File: config.mk
export PLATFORM = sky130hd
export DESIGN_NAME = mem_arbiter
export DESIGN_NICKNAME = d
export VERILOG_FILES = /design/src/rtl/mem_arb_pkg.sv /design/src/rtl/mem_arb_rr_pick2.sv /design/src/rtl/mem_arbiter.sv
export SDC_FILE = /design/constraint.sdc
export NUM_CORES = 1
export LEC_CHECK = 0
export CORE_ASPECT_RATIO = 1.5
export CORE_MARGIN = 1
export CORE_UTILIZATION = 35
export CTS_BUF_LIST = sky130_fd_sc_hd__clkbuf_8
export DETAILED_ROUTE_END_ITERATION = 10
export DONT_BUFFER_PORTS = 1
export GPL_TIMING_DRIVEN = 0
export HOLD_SLACK_MARGIN = 0.08
export PLACE_DENSITY_LB_ADDON = 0.3
export SKIP_LAST_GASP = 1
export SLEW_MARGIN = 20
export SYNTH_ARGS = -nofsm -noshare
export SYNTH_HDL_FRONTEND = slang
export SYNTH_SLANG_ARGS = --single-unit
File: constraint.sdc
create_clock -name clk -period 3.8 [get_ports clk]
set_clock_uncertainty 0.15 [all_clocks]
set_input_delay 0.38 -clock clk [delete_from_list [all_inputs] [get_ports clk]]
set_output_delay 0.38 -clock clk [all_outputs]
set_load 0.02 [all_outputs]
File: src/rtl/mem_arb_pkg.sv
// mem_arb_pkg: shared types and constants for the two-requester memory arbiter.
package mem_arb_pkg;
    typedef enum logic [1:0] {IDLE, ISSUE, WAIT, DONE} arb_state_t;
    localparam int AW_DEF = 32;
    localparam int DW_DEF = 32;
    localparam int CNT_W = 3;
endpackage

File: src/rtl/mem_arb_rr_pick2.sv
// rr_pick2: combinational two-way picker, round-robin or fixed priority to requester 0.
module rr_pick2 (
    input  logic [1:0] req,
    input  logic       rr,
    input  logic       prio_fixed,
    output logic       valid,
    output logic       winner
);
    always_comb begin
        valid = |req;
        winner = &req ? (~prio_fixed & rr) : req[1];
    end
endmodule

File: src/rtl/mem_arbiter.sv
// mem_arbiter: shares one memory port between the CPU core (r0) and a host loader (r1).
// One word transaction at a time; reads wait a fixed RD_LAT before completing.
module mem_arbiter
    import mem_arb_pkg::*;
#(
    parameter int AW           = AW_DEF,
    parameter int DW           = DW_DEF,
    parameter int RD_LAT       = 1,
    parameter bit CPU_PRIORITY = 1'b0
) (
    input  logic          clk,
    input  logic          reset,
    input  logic          r0_req,
    input  logic          r0_we,
    input  logic [AW-1:0] r0_adr,
    input  logic [DW-1:0] r0_wd,
    output logic          r0_gnt,
    output logic          r0_done,
    input  logic          r1_req,
    input  logic          r1_we,
    input  logic [AW-1:0] r1_adr,
    input  logic [DW-1:0] r1_wd,
    output logic          r1_gnt,
    output logic          r1_done,
    output logic [DW-1:0] rdata,
    output logic          mem_en,
    output logic          mem_we,
    output logic [AW-1:0] mem_adr,
    output logic [DW-1:0] mem_wd,
    input  logic [DW-1:0] mem_rd,
    output logic          busy
);
    arb_state_t       state_q;
    logic             rr_q, win_q, mem_en_q, mem_we_q;
    logic [1:0]       gnt_q, done_q;
    logic [CNT_W-1:0] cnt_q;
    logic [AW-1:0]    mem_adr_q;
    logic [DW-1:0]    mem_wd_q, rdata_q;
    logic             valid, winner;

    rr_pick2 u_pick (
        .req       ({r1_req, r0_req}),
        .rr        (rr_q),
        .prio_fixed(CPU_PRIORITY),
        .valid     (valid),
        .winner    (winner)
    );

    always_ff @(posedge clk) begin
        if (reset) begin
            state_q   <= IDLE;
            rr_q      <= 1'b0;
            win_q     <= 1'b0;
            gnt_q     <= '0;
            done_q    <= '0;
            cnt_q     <= '0;
            mem_en_q  <= 1'b0;
            mem_we_q  <= 1'b0;
            mem_adr_q <= '0;
            mem_wd_q  <= '0;
            rdata_q   <= '0;
        end else begin
            gnt_q    <= '0;
            done_q   <= '0;
            mem_en_q <= 1'b0;
            mem_we_q <= 1'b0;
            case (state_q)
                IDLE: if (valid) begin
                    state_q       <= ISSUE;
                    win_q         <= winner;
                    gnt_q[winner] <= 1'b1;
                    mem_en_q      <= 1'b1;
                    mem_we_q      <= winner ? r1_we : r0_we;
                    mem_adr_q     <= winner ? r1_adr : r0_adr;
                    mem_wd_q      <= winner ? r1_wd : r0_wd;
                end
                // mem_we_q still holds the latched direction during ISSUE
                ISSUE: if (mem_we_q) begin
                    state_q       <= DONE;
                    done_q[win_q] <= 1'b1;
                end else begin
                    cnt_q   <= CNT_W'(RD_LAT - 1);
                    state_q <= WAIT;
                end
                WAIT: if (cnt_q == '0) begin
                    rdata_q       <= mem_rd;
                    done_q[win_q] <= 1'b1;
                    state_q       <= DONE;
                end else begin
                    cnt_q <= cnt_q - 1'b1;
                end
                DONE: begin
                    if (!CPU_PRIORITY) rr_q <= ~win_q;
                    state_q <= IDLE;
                end
                default: state_q <= IDLE;
            endcase
        end
    end

    assign r0_gnt  = gnt_q[0];
    assign r1_gnt  = gnt_q[1];
    assign r0_done = done_q[0];
    assign r1_done = done_q[1];
    assign mem_en  = mem_en_q;
    assign mem_we  = mem_we_q;
    assign mem_adr = mem_adr_q;
    assign mem_wd  = mem_wd_q;
    assign rdata   = rdata_q;
    assign busy    = state_q != IDLE;
endmodule

==> key figures, run 1 <==
Placed design
  • PortBufs: 0
  • Routability cong.: 0.835
  • Dpl hpwl: about 12,000 um

Yosys
  • Mapped Cells: 575
  • Synth unique cells: 34
  • Syn. warnings: 0
  • Synth Register Bits: 109
  • Register area share after synthesis: 0.434
  • Synthesized cell area: around 5000 sq um
  • Syn_area_per_cell: 8.74 sq um
  • Synth Net Count: 748

CTS
  • H-tree depth: 3
  • Post_cts resized: 0
  • CTS max path bufs: 2
  • Post-CTS setup buffers: 0
  • Inserted Clock Buffers: 9
  • Root Buffer: clkbuf_8
  • CTS sink cnt: 109
  • CTS Hold Bufs: roughly 160

Status
  • Status: aborted with a tool error
  • Error: [ERROR RSZ-0060] Max buffer count reached.
  • Exit stage: clock tree synthesis

Floorplanning
  • Die H: 149 um
  • Row count: 53
  • Chip width: 99.9 um
  • # IOs: 269
  • Initial Utilization: 0.359
-- kinds of logic after synthesis --
kind of cell	synth area share
AO/OA/AOI/OAI	0.291
adder cells (fa/ha/maj)	0.0174
AND/OR/NAND/NOR	0.186
multiplexers	0.00199
flip-flops	0.434
buffers and inverters	0.0699
-- synth_stat cells --
library cell	number	area (sq um)
a211o_1	1	8.76
a211oi_1	2	15.0
a21boi_0	1	7.51
a21oi_1	32	160
a22o_1	1	8.76
a311oi_1	15	131
a311oi_2	50	751
a31oi_1	1	6.26
a32oi_1	1	8.76
and2_1	1	6.26
and2b_1	1	7.51
buf_1	1	3.75
buf_2	29	145
buf_4	10	75.1
buf_6	2	22.5
clkbuf_1	20	75.1
dfxtp_1	109	2180
ha_1	7	87.6
inv_1	7	26.3
inv_2	1	3.75
mux2i_1	1	10.0
nand2_1	66	248
nand2b_1	3	18.8
nand3_1	65	325
nor2_1	69	259
nor3b_1	2	15.0
nor4_1	1	6.26
o21a_1	1	7.51
o21ai_0	10	50.1
o21ai_1	57	285
o31ai_1	3	22.5
or2_2	1	6.26
or3b_4	1	11.3
or4b_1	3	30.0
-- per-stage QoR --
stage	std cells	instance area (sq um)	setup slack [ns]
detailed placement	767	5270	1.91
global placement	767	5270	1.97
floorplan	575	5030	2.11
==> inputs of run 2 (changes only) <==
--- a/config.mk
+++ b/config.mk
@@ -5,15 +5,12 @@
 export SDC_FILE = /design/constraint.sdc
 export NUM_CORES = 1
 export LEC_CHECK = 0
-export CORE_ASPECT_RATIO = 1.5
 export CORE_MARGIN = 1
-export CORE_UTILIZATION = 35
-export CTS_BUF_LIST = sky130_fd_sc_hd__clkbuf_8
+export CORE_UTILIZATION = 20
 export DETAILED_ROUTE_END_ITERATION = 10
 export DONT_BUFFER_PORTS = 1
 export GPL_TIMING_DRIVEN = 0
-export HOLD_SLACK_MARGIN = 0.08
-export PLACE_DENSITY_LB_ADDON = 0.3
+export PLACE_DENSITY_LB_ADDON = 0.15
 export SKIP_LAST_GASP = 1
 export SLEW_MARGIN = 20
 export SYNTH_ARGS = -nofsm -noshare
==> key figures, run 2 <==
Yosys
  • Area contributors post-synth: dfxtp_1 43%, a311oi_2 15%, nand3_1 6.5%, o21ai_1 5.7%, nor2_1 5.2%
  • Synthesized cell area: 5030 sq um
  • Largest area contributor in the netlist: dfxtp_1
  • Share of the synthesized area in the top cell type: 0.434
  • Synth unique cells: 34
  • Syn. warnings: 0
  • Prevailing post-synth register cell: dfxtp_1
  • Most frequent cell after synthesis: dfxtp_1
  • Register area share after synthesis: 0.434
  • Ys async rst share: 0
  • Syn_area_per_cell: 8.74 sq um
  • Synth Net Count: 748
  • Post-synth EDFFs: 0
  • Synth cell count leaders: 109 x dfxtp_1, 69 x nor2_1, 66 x nand2_1
  • Mapped Cells: between 500 and 600
  • Synth Register Bits: approximately 110

Placed design
  • DP Worst Slack: 1.86 ns
  • Routability cong.: about 0.85
  • PortBufs: 0
  • Dpl hpwl: 13,900 um

Critical path
  • Reg2Reg Depth: 7
  • Critical path peak fanout: 10
  • Setup crit end kind: flop
  • R2r setup slk: 1.85 ns
  • CP max stage delay: 0.34 ns
  • Worst path arrival time: 2.06 ns
  • Critical path's slowest cell: dfxtp_1
  • Worst Setup Path Type: flop to flop
  • RR Startpoint: state_q[0]
  • Worst path bufs/invs: 3
  • WP data required: roughly 3.9 ns
  • CP delay by family, top: buffers and inverters
  • CP cell instances: inv_1 > ha_1 > o21a_1 > buf_6 > buf_2 > nor2_1 > a311oi_2
  • Worst setup SP type: flop
  • Reg-to-reg endpoint: mem_wd[16]

Floorplanning
  • Die H: 161 um
  • Core box area: 24,500 sq um
  • Row count: 57
  • Initial Utilization: 0.206
  • # IOs: 269
  • Die ar.: ~26,000 sq um
  • Chip width: 161 um

Power
  • Worst VDD drop: 0.000227 V
  • Cell-internal power: 2560 uW
  • Pwr Density: 796 nW/um^2
  • Flop pwr share: 0.456
  • P_leak: 0.00194 uW
  • Combinational share of power: 0.351
  • P_sw: between 2000 and 2500 uW
  • Clk pwr share: 0.193
  • Sw Ratio: 0.457

Timing
  • WHS: 0.0192 ns
  • Hold Fails Final Rpt: 0
  • Period minus WS final: 1.95 ns
  • Period utilization: 0.513
  • Fin. max-slew vios: 0
  • Final setup violating endpoints: 0
  • Setup TNS: 0 ns
  • Achievable Freq: 513 MHz
  • Least-Margin Pin Slew: ~0.87 ns
  • Relative slew slack: 0.421
  • Final worst slack: about 1.9 ns
  • RSZ-0062 raised after global routing: no

Finish
  • Register area: 2180 sq um
  • Commonest cells after routing, fill and taps aside: 109 x dfxtp_1, 69 x nor2_1, 66 x nand2_1
  • Diodes inserted: 0
  • Final #Nets: 782
  • Share of cells above drive strength 1: 0.176
  • Commonest non-fill, non-tap cell in the layout: dfxtp_1
  • Number of fillers in the final layout: 2,675
  • Multi-input logic area: roughly 2500 sq um
  • P&R area growth vs syn: 17.8%

CTS
  • Clk slew on worst S/H paths: 0.08 ns
  • Root Buffer: clkbuf_16
  • Worst-Skew Late Latency: 0.35 ns
  • H-tree depth: 3
  • CTS max path bufs: 2
  • CTS sink cnt: between 100 and 150
  • Inserted Clock Buffers: 9
  • CTS tree: built

Status
  • Status: completed

Global routing
  • All-Layer GR Usage: 0.138
  • Initial antenna violation count: 0
  • Remaining Overflow, GRT: 0
  • First-pass GRT wire length: around 27,000 um
  • Vias in the first global route: about 4.7k
  • Pin count of the biggest net entering global routing: 18

Routing
  • Detailed Route WL: 18,000 um
  • Routed vias: ~4.5k
  • Wirelength per Cell: around 19 um
  • Initial DRT Pass Iterations: 4
  • Initial DRC Count: 193
  • ANT nets after route: 0
  • Routed vias/inst: 4.80
  • Post-route DRC: 0

Worst hold path
  • Hold path depth: 2
  • Hold WC Path Type: primary input to flop
  • Hold EP: rdata[8]
  • HP Start: mem_rd[8]

Job
  • MaxCap Viol Count: 0
==> run 2: cell counts after synthesis <==
No cell type changed its count.
==> run 2: power groups by stage <==
stage / Sequential (uW) / Clock (uW) / Combinational, uW
2_1_floorplan: 2070 / 0 / 1300
3_3_place_gp: 2180 / 0 / 1610
3_5_place_dp: 2180 / 0 / 1660
4_1_cts: 2160 / 963 / 1680
5_1_grt: 2190 / 1010 / 1850
6_report: 2150 / 912 / 1650
==> run 2: kinds of logic after synthesis <==
logic type / share of synthesized area
flip-flops: 0.434
multiplexers: 0.00199
AND/OR/NAND/NOR: 0.186
adder cells (fa/ha/maj): 0.0174
AO/OA/AOI/OAI: 0.291
buffers and inverters: 0.0699
==> run 2: timing repair <==
item	CTS	global route
buffers inserted	0	0
endpoints found under the hold margin	22	1
hold buffers	22	1
resized for setup	0	0
==> run 2: worst max-delay path by stage <==
| stage | slack [ns] | cells past startpoint | end | from |
|---|---|---|---|---|
| finish | 1.85 | 7 | mem_wd[16] | state_q[0] |
| global route | 1.68 | 7 | mem_wd[17] | state_q[0] |
| CTS | 1.82 | 7 | mem_wd[16] | state_q[0] |
| detailed placement | 1.86 | 7 | mem_wd[16] | state_q[0] |
| global placement | 1.91 | 7 | mem_wd[14] | state_q[0] |
| floorplan | 2.11 | 6 | cnt_q[0] | cnt_q[0] |
==> run 2: layout make-up <==
cell class | count | area share
inverter | 8 | 0.00507
sequential | 109 | 0.368
clock buffer | 9 | 0.0380
timing repair buffer | 23 | 0.0389
multi-input combinational | 396 | 0.421
buffer | 62 | 0.0543
clock inverter | 5 | 0.00612
tap | 324 | 0.0684
==> run 2: metal layers <==
| layer | vias to the layer above | global-route usage | share of wire |
|---|---|---|---|
| li1 | 2139 | - | - |
| met1 | 2119 | 0.154 | 0.40 |
| met2 | 216 | 0.234 | 0.48 |
| met3 | 18 | 0.0581 | 0.11 |
| met4 | 0 | 0.0459 | 0.015 |
| met5 | - | 0 | 0 |
==> run 2: metrics by stage <==
| step | instances | utilization | total power [uW] | instance area (sq um) |
|---|---|---|---|---|
| 6_report | 936 | 0.242 | 4710 | 5920 |
| 5_1_grt | 936 | 0.242 | 5050 | 5920 |
| 3_3_place_gp | 899 | 0.222 | 3800 | 5430 |
| 2_1_floorplan | 575 | - | 3370 | 5030 |
| 4_1_cts | 935 | 0.242 | 4800 | 5910 |
| 3_5_place_dp | 899 | 0.222 | 3840 | 5430 |
Note: power is estimated with default switching activity, not from simulation.
